$ cat src/rtl/seq_mult_ctrl_if.sv
// ----------------------------------------------------------------------------
// seq_mult_ctrl_if
// Handshake and result bundle for the sequential shift-add multiplier.
//
// Parameter:
//   WIDTH   operand width in bits; the product is 2*WIDTH bits
//
// Signals:
//   start    requester -> multiplier  begin a multiply (sampled when ready=1)
//   a        requester -> multiplier  multiplicand, captured on accept
//   b        requester -> multiplier  multiplier, captured on accept
//   ready    multiplier -> requester  high while the multiplier is idle
//   done     multiplier -> requester  one-cycle strobe, product is valid
//   product  multiplier -> requester  result register, held until next result
//
// Modports:
//   master  the requester side (drives start/a/b)
//   slave   the multiplier side (drives ready/done/product)
// ----------------------------------------------------------------------------
interface seq_mult_ctrl_if #(
   parameter int WIDTH = 4
);
   logic                   start;
   logic [WIDTH-1:0]       a;
   logic [WIDTH-1:0]       b;
   logic                   ready;
   logic                   done;
   logic [2*WIDTH-1:0]     product;

   modport master (
      output start,
      output a,
      output b,
      input  ready,
      input  done,
      input  product
   );

   modport slave (
      input  start,
      input  a,
      input  b,
      output ready,
      output done,
      output product
   );
endinterface

$ cat src/rtl/seq_mult_ctrl.sv
// ----------------------------------------------------------------------------
// seq_mult_ctrl
// Sequential shift-add unsigned multiplier. Operands are accepted on a
// start/ready handshake, one partial-product step is taken per clock for
// WIDTH clocks, then the 2*WIDTH-bit product is loaded into the result
// register together with a one-cycle done strobe.
//
// Parameter:
//   WIDTH   operand width in bits (2..16); product is 2*WIDTH bits
//
// Ports:
//   clk     rising-edge clock
//   rst     asynchronous, active-high reset (aborts any multiply in flight)
//   bus     seq_mult_ctrl_if slave modport: start, a, b in; ready, done,
//           product out
//
// Build option:
//   SEQ_MULT_ZERO_SKIP_EN  when defined, an accept with a zero operand goes
//                          straight to DONE with a zero product instead of
//                          running the full WIDTH-step loop.
// ----------------------------------------------------------------------------
module seq_mult_ctrl #(
   parameter int WIDTH = 4
) (
   input  logic            clk,
   input  logic            rst,
   seq_mult_ctrl_if.slave  bus
);

   localparam int CW = $clog2(WIDTH) + 1;
   localparam logic [CW-1:0] LAST_STEP = CW'(WIDTH - 1);

   typedef enum logic [1:0] {
      IDLE,
      CALC,
      DONE
   } state_t;

   state_t                 state;
   logic [WIDTH-1:0]       a_reg;
   logic [2*WIDTH-1:0]     p_reg;
   logic [2*WIDTH-1:0]     p_next;
   logic [WIDTH:0]         sum;
   logic [CW-1:0]          cnt;
   logic                   done_reg;
   logic [2*WIDTH-1:0]     product_reg;
   logic                   zero_skip;

   // One shift-add step: the upper half of P plus the multiplicand (when the
   // current multiplier bit, P[0], is set) gives a WIDTH+1-bit sum whose
   // carry lands in the top bit. The whole P then shifts right by one, so the
   // consumed multiplier bit drops off the bottom.
   always_comb begin
      sum    = {1'b0, p_reg[2*WIDTH-1:WIDTH]} + (p_reg[0] ? {1'b0, a_reg} : '0);
      p_next = {sum, p_reg[WIDTH-1:1]};
   end

   // A zero operand can only ever produce a zero product, so with the
   // shortcut built in the controller may skip the whole stepping loop.
`ifdef SEQ_MULT_ZERO_SKIP_EN
   assign zero_skip = (bus.a == '0) || (bus.b == '0);
`else
   assign zero_skip = 1'b0;
`endif

   // Ready is simply "we are idle"; it is decoded from the state so that it
   // drops right after the accept edge and rises right after DONE.
   assign bus.ready   = (state == IDLE);
   assign bus.done    = done_reg;
   assign bus.product = product_reg;

   // Controller and datapath registers. IDLE loads the operands on accept,
   // CALC performs exactly WIDTH steps and captures the final P into the
   // result register on the last one, DONE holds the strobe for one cycle.
   // The result register is only written on a done edge (or cleared by
   // reset), so it holds steady through IDLE and the next calculation.
   always_ff @(posedge clk or posedge rst) begin
      if (rst) begin
         state       <= IDLE;
         a_reg       <= '0;
         p_reg       <= '0;
         cnt         <= '0;
         done_reg    <= 1'b0;
         product_reg <= '0;
      end else begin
         case (state)
            IDLE: begin
               done_reg <= 1'b0;
               if (bus.start) begin
                  a_reg <= bus.a;
                  p_reg <= {{WIDTH{1'b0}}, bus.b};
                  cnt   <= '0;
                  if (zero_skip) begin
                     product_reg <= '0;
                     done_reg    <= 1'b1;
                     state       <= DONE;
                  end else begin
                     state <= CALC;
                  end
               end
            end
            CALC: begin
               p_reg <= p_next;
               cnt   <= cnt + CW'(1);
               if (cnt == LAST_STEP) begin
                  product_reg <= p_next;
                  done_reg    <= 1'b1;
                  state       <= DONE;
               end
            end
            DONE: begin
               done_reg <= 1'b0;
               state    <= IDLE;
            end
            default: begin
               done_reg <= 1'b0;
               state    <= IDLE;
            end
         endcase
      end
   end

endmodule

$ cat src/flat_wrapper.sv
// flat-port wrapper written by rule: the top's interface ports become plain ports
module seq_mult_ctrl_flat 
#(
   parameter int WIDTH = 4
)
  (clk, rst, bus_start, bus_a, bus_b, bus_ready, bus_done, bus_product);
  seq_mult_ctrl_if #(.WIDTH(WIDTH)) bus_i ();
  input  logic clk;
  input  logic rst;
  input wire logic [$bits(bus_i.start)-1:0] bus_start;
  input wire logic [$bits(bus_i.a)-1:0] bus_a;
  input wire logic [$bits(bus_i.b)-1:0] bus_b;
  output wire logic [$bits(bus_i.ready)-1:0] bus_ready;
  output wire logic [$bits(bus_i.done)-1:0] bus_done;
  output wire logic [$bits(bus_i.product)-1:0] bus_product;
  assign bus_i.start = bus_start;
  assign bus_i.a = bus_a;
  assign bus_i.b = bus_b;
  assign bus_ready = bus_i.ready;
  assign bus_done = bus_i.done;
  assign bus_product = bus_i.product;
  seq_mult_ctrl #(.WIDTH(WIDTH)) u_core (.clk(clk), .rst(rst), .bus(bus_i));
endmodule
$ cat config.mk
export PLATFORM = sky130hd
export DESIGN_NAME = seq_mult_ctrl_flat
export DESIGN_NICKNAME = d
export VERILOG_FILES = /design/src/rtl/seq_mult_ctrl_if.sv /design/src/rtl/seq_mult_ctrl.sv /design/src/flat_wrapper.sv
export SDC_FILE = /design/constraint.sdc
export NUM_CORES = 1
export LEC_CHECK = 0
export ABC_AREA = 1
export CAP_MARGIN = 20
export CORE_AREA = 4 4 51 76
export CTS_BUF_LIST = sky130_fd_sc_hd__clkbuf_4 sky130_fd_sc_hd__clkbuf_8
export DETAILED_ROUTE_END_ITERATION = 12
export DIE_AREA = 0 0 55 80
export SYNTH_ARGS = -nofsm -noshare
export SYNTH_HDL_FRONTEND = slang
export SYNTH_SLANG_ARGS = --single-unit
$ cat constraint.sdc
create_clock -name clk -period 1.5 [get_ports clk]
set_clock_uncertainty 0.2 [all_clocks]
set_input_delay 0.3 -clock clk [delete_from_list [all_inputs] [get_ports clk]]
set_output_delay 0.3 -clock clk [all_outputs]
set_load 0.03 [all_outputs]
# Word level (Yosys, flattened, before mapping)
# Cells that the tools add are included.
[totals]
regBits = 26
inputBits = 11
[classes]
addsub = 2
eq_ne = 4
mux = 10
n_reduce_logical = 6
[ops]
columns = ["cell", "n"]
rows = [
  ["8-bit one-hot mux with 2 select lines", 1],
  ["8-bit 2-to-1 mux", 1],
  ["2-bit AND reduction", 4],
  ["3-bit one-hot mux with 2 select lines", 1],
  ["4-bit by 5-bit adder with 5-bit output", 1],
  ["2-bit 2-to-1 mux", 2],
  ["4-bit 2-to-1 mux", 1],
  ["2-bit one-hot mux with 2 select lines", 1],
  ["3-bit by 1-bit adder with 3-bit output, second input constant", 1],
  ["3-bit by 2-bit == test with 1-bit output, second input constant", 1],
  ["3-bit 2-to-1 mux", 1],
  ["2-bit by 1-bit == test with 1-bit output, second input constant", 1],
  ["2-bit zero test", 1],
  ["1-bit 2-to-1 mux", 2],
  ["2-bit by 1-bit inequality test with 1-bit output, second input constant", 1],
  ["2-bit inequality test, second input constant", 1],
  ["2-bit nonzero test", 1],
]

# Depth between registers and ports, before layout
[depth]
ltp_word = 3
depth_mapped = 8

# Worst setup path after synthesis
# No wires, ideal clock.
[synth_timing]
path_type = "register to register"
from = "reg u_core.p_reg[0]"
to = "reg u_core.p_reg[5]"
setup_time_ns = 0.127
arrival_time_ns = 1.327
required_time_ns = 1.173
slack_ns = -0.154
path_stages_with_launch = 8
path_buffers = 0
path_cell_list = "dfrtp_1 nand2_1 inv_1 ha_1 inv_1 fa_1 xor2_1 o22ai_1"
[synth_via]
elab_chain_len = 3
[synth_lines]
columns = ["element", "line_no", "text"]
rows = [
  ["from (decl)", "seq_mult_ctrl.sv:41", "logic [2*WIDTH-1:0] p_reg;"],
  ["from (signal assigned)", "seq_mult_ctrl.sv:91", "p_reg <= {{WIDTH{1'b0}}, bus.b};"],
  ["from (signal assigned)", "seq_mult_ctrl.sv:103", "p_reg <= p_next;"],
  ["4-bit 2-to-1 mux", "seq_mult_ctrl.sv:54", "sum = {1'b0, p_reg[2*WIDTH-1:WIDTH]} + (p_reg[0] ? {1'b0, a_reg} : '0);"],
  ["4-bit by 5-bit adder with 5-bit output", "seq_mult_ctrl.sv:54", ""],
  ["8-bit one-hot mux with 2 select lines", "seq_mult_ctrl.sv:86", "case (state)"],
]
# No other way between the ends.
# A chain may end at the register's enable or synchronous reset.

# Final worst setup path
# Same ends and word-level chain as after synthesis.

==> run metrics <==
Final min period 1.65 ns; DR WL met2 1.41 mm; critical path type reg2reg; final non-filler cell total between 200 and 250; final worst slack -0.155 ns; WP data arrival 1.64 ns; Max Slew Vio Count 0; Synth area leaders dfrtp_1 52%, nand2_1 14%, ha_1 6.0%; syn avg cell area around 9 sq um; # port buffers 20; Placed Cells ~210; H-Tree Depth 1; DRT Wirelength 2.66 mm; Min-Delay Path Class in2async; Mapped Area 0.00126 sq mm; Setup crit start kind flip-flop; Overall Global Routing Usage 14.1%; dpl hpwl 1.88 mm; initial antenna violation count 0; Post-DP Area around 0.0015 sq mm; first-pass GRT wire length around 4.5 mm; layout cells sized above 1 around 34%; post-synthesis compound-gate area fraction between 10% and 20%; mux cell area share after synthesis 0%; Maximum Capacitance Violations 0; Synth Area in XOR/XNOR 0.696%; Hold Vio Cnt, Final 0; fraction of registers with async set/reset 100%; Post-DRT Antenna Nets 0; Leak 0.908 nW; VDD IR max roughly 1.1 mV; CTS Root Cell clkbuf_8; CP required 1.49 ns; Row Count 25; Min Hold Slack 0.142 ns; clk_lat worst skew 0.27 ns; largest area contributor in the netlist dfrtp_1; Ant. Diodes 0; Post-Synth Simple-Gate Area a little over a fifth; post-route DRC violation count 0; count leader, synth nand2_1; syn_nets 157; DRT Pass-1 Iters 4; Die W 55 um; fin crit share 110%; 1st-iter DRT viols 30; remaining global-route overflow 0; post-synthesis cell type count 19; crit path max fanout 2; # hold bufs at CTS 0; Worst slew margin about nine tenths; wire length on met1 around 1 mm; Worst Tran Pin Value 0.177 ns; final core utilization 55.4%; failing checks negative setup slack; CP endpoint kind flip-flop; Synth top cells by count 48 x nand2_1, 26 x dfrtp_1, 18 x inv_1; Clock Pin Slew Worst Setup and Hold Paths 0.09 ns; via count 977; status complete, but fails checks; Top FF cell, synth dfrtp_1; via-per-instance ratio 4.54; fmax 604 MHz; Core ar. 0.00316 sq mm; Cells after Synth about 140; total power 0.00351 W; CTS Buf Count 3; number of synthesized flops with an enable pin 0; WL met3 135 um; IO Count 21; sequential area share after synthesis 51.7%; Die Footprint ~0.0044 sq mm; nets@finish about 190; largest net degree at the start of global routing 27; vias in the first global route 1021; top sig layer met4; share of the synthesized area in the top cell type 51.7%; Post-Layout Inst Area ~0.0018 sq mm; Final Setup Violations 8; chip height 80 um; yosys warns 0; #FFs+latches synth 26; wire length per cell 12.3 um; largest family of logic cells by synthesized area simple AND/OR/NAND/NOR gates; clk buf depth 2; Synth Area in Adders under 10%; clock sink count 26; CTS tree yes; GPL Wtd Cong 0.826; Starting Density 39.8%; RSZ-0062 raised after global routing yes; Power Density 2010 mW/mm^2; area grow syn2layout 39.1%
-- cell families after synthesis --
group,Yosys count
simple gates,62
flops,26
buf+inv,22
compound gates,21
fa+ha+maj,7
xor+xnor,1
-- layout make-up --
class                      count  area (sq um)
fill                         288          1410
sequential                    26           651
multi-input combinational     91           603
timing repair buffer          35           320
inverter                      19          71.3
clock buffer                   4          55.1
tap                           40          50.0
-- through the flow --
step,setup TNS (ns),setup WS [ns]
6_report,-0.903,-0.155
5_1_grt,-1.61,-0.246
4_1_cts,-0.682,-0.138
3_5_place_dp,-1.39,-0.198
3_3_place_gp,-0.937,-0.120
2_1_floorplan,-0.363,-0.0870
-- layout by cell type, fill, tap and decap left out, drive strengths merged --
cell type / count
o21ai: 16
o22ai: 2
buf: 25
a21oi: 3
clkbuf: 4
nand3: 5
inv: 19
nor2: 4
xor2: 1
fa: 1
dfrtp: 26
nand2: 53
clkdlybuf4s50: 10
ha: 6
-- routing by layer --
metal	up-vias	track usage [%]
li1	502	-
met2	25	23.9
met5	-	0
met4	0	7.54
met1	440	15.9
met3	10	2.62
-- worst max-delay path: stages, from the launching register on --
cell,delay (ns)
dfrtp_1,0.36
nand2_1,0.06
inv_1,0.06
ha_2,0.18
inv_2,0.04
fa_2,0.36
xor2_2,0.17
o22ai_1,0.15
-- report_power, final --
part	total, W	switching, W	internal (W)
clock	0.000453	0.000218	0.000235
combinational	0.00192	0.00109	0.000832
sequential	0.00114	0.000161	0.000979
-- repair_timing --
action	4_1_cts	5_1_grt
pin swaps	7	5
endpoints found under the setup margin	9	15
hold endpoints to repair	0	0
resized for setup	17	5
setup buffers	3	3
-- final timing paths --
check,start,to,slack (ns),cells past startpoint
min in group clk,u_core.bus.product[7]$_DFFE_PP0P_,u_core.bus.product[7]$_DFFE_PP0P_,0.29,2
min reg2reg,u_core.bus.product[7]$_DFFE_PP0P_,u_core.bus.product[7]$_DFFE_PP0P_,0.29,2
max reg2reg,u_core.p_reg[0]$_DFFE_PP0P_,u_core.p_reg[5]$_DFFE_PP0P_,-0.15,7
min,rst,u_core.bus.done$_DFFE_PP0P_,0.14,3
max,u_core.p_reg[0]$_DFFE_PP0P_,u_core.p_reg[5]$_DFFE_PP0P_,-0.15,7
max in group asynchronous,rst,u_core.p_reg[0]$_DFFE_PP0P_,0.80,3
Note: power is estimated with default switching activity, not from simulation.
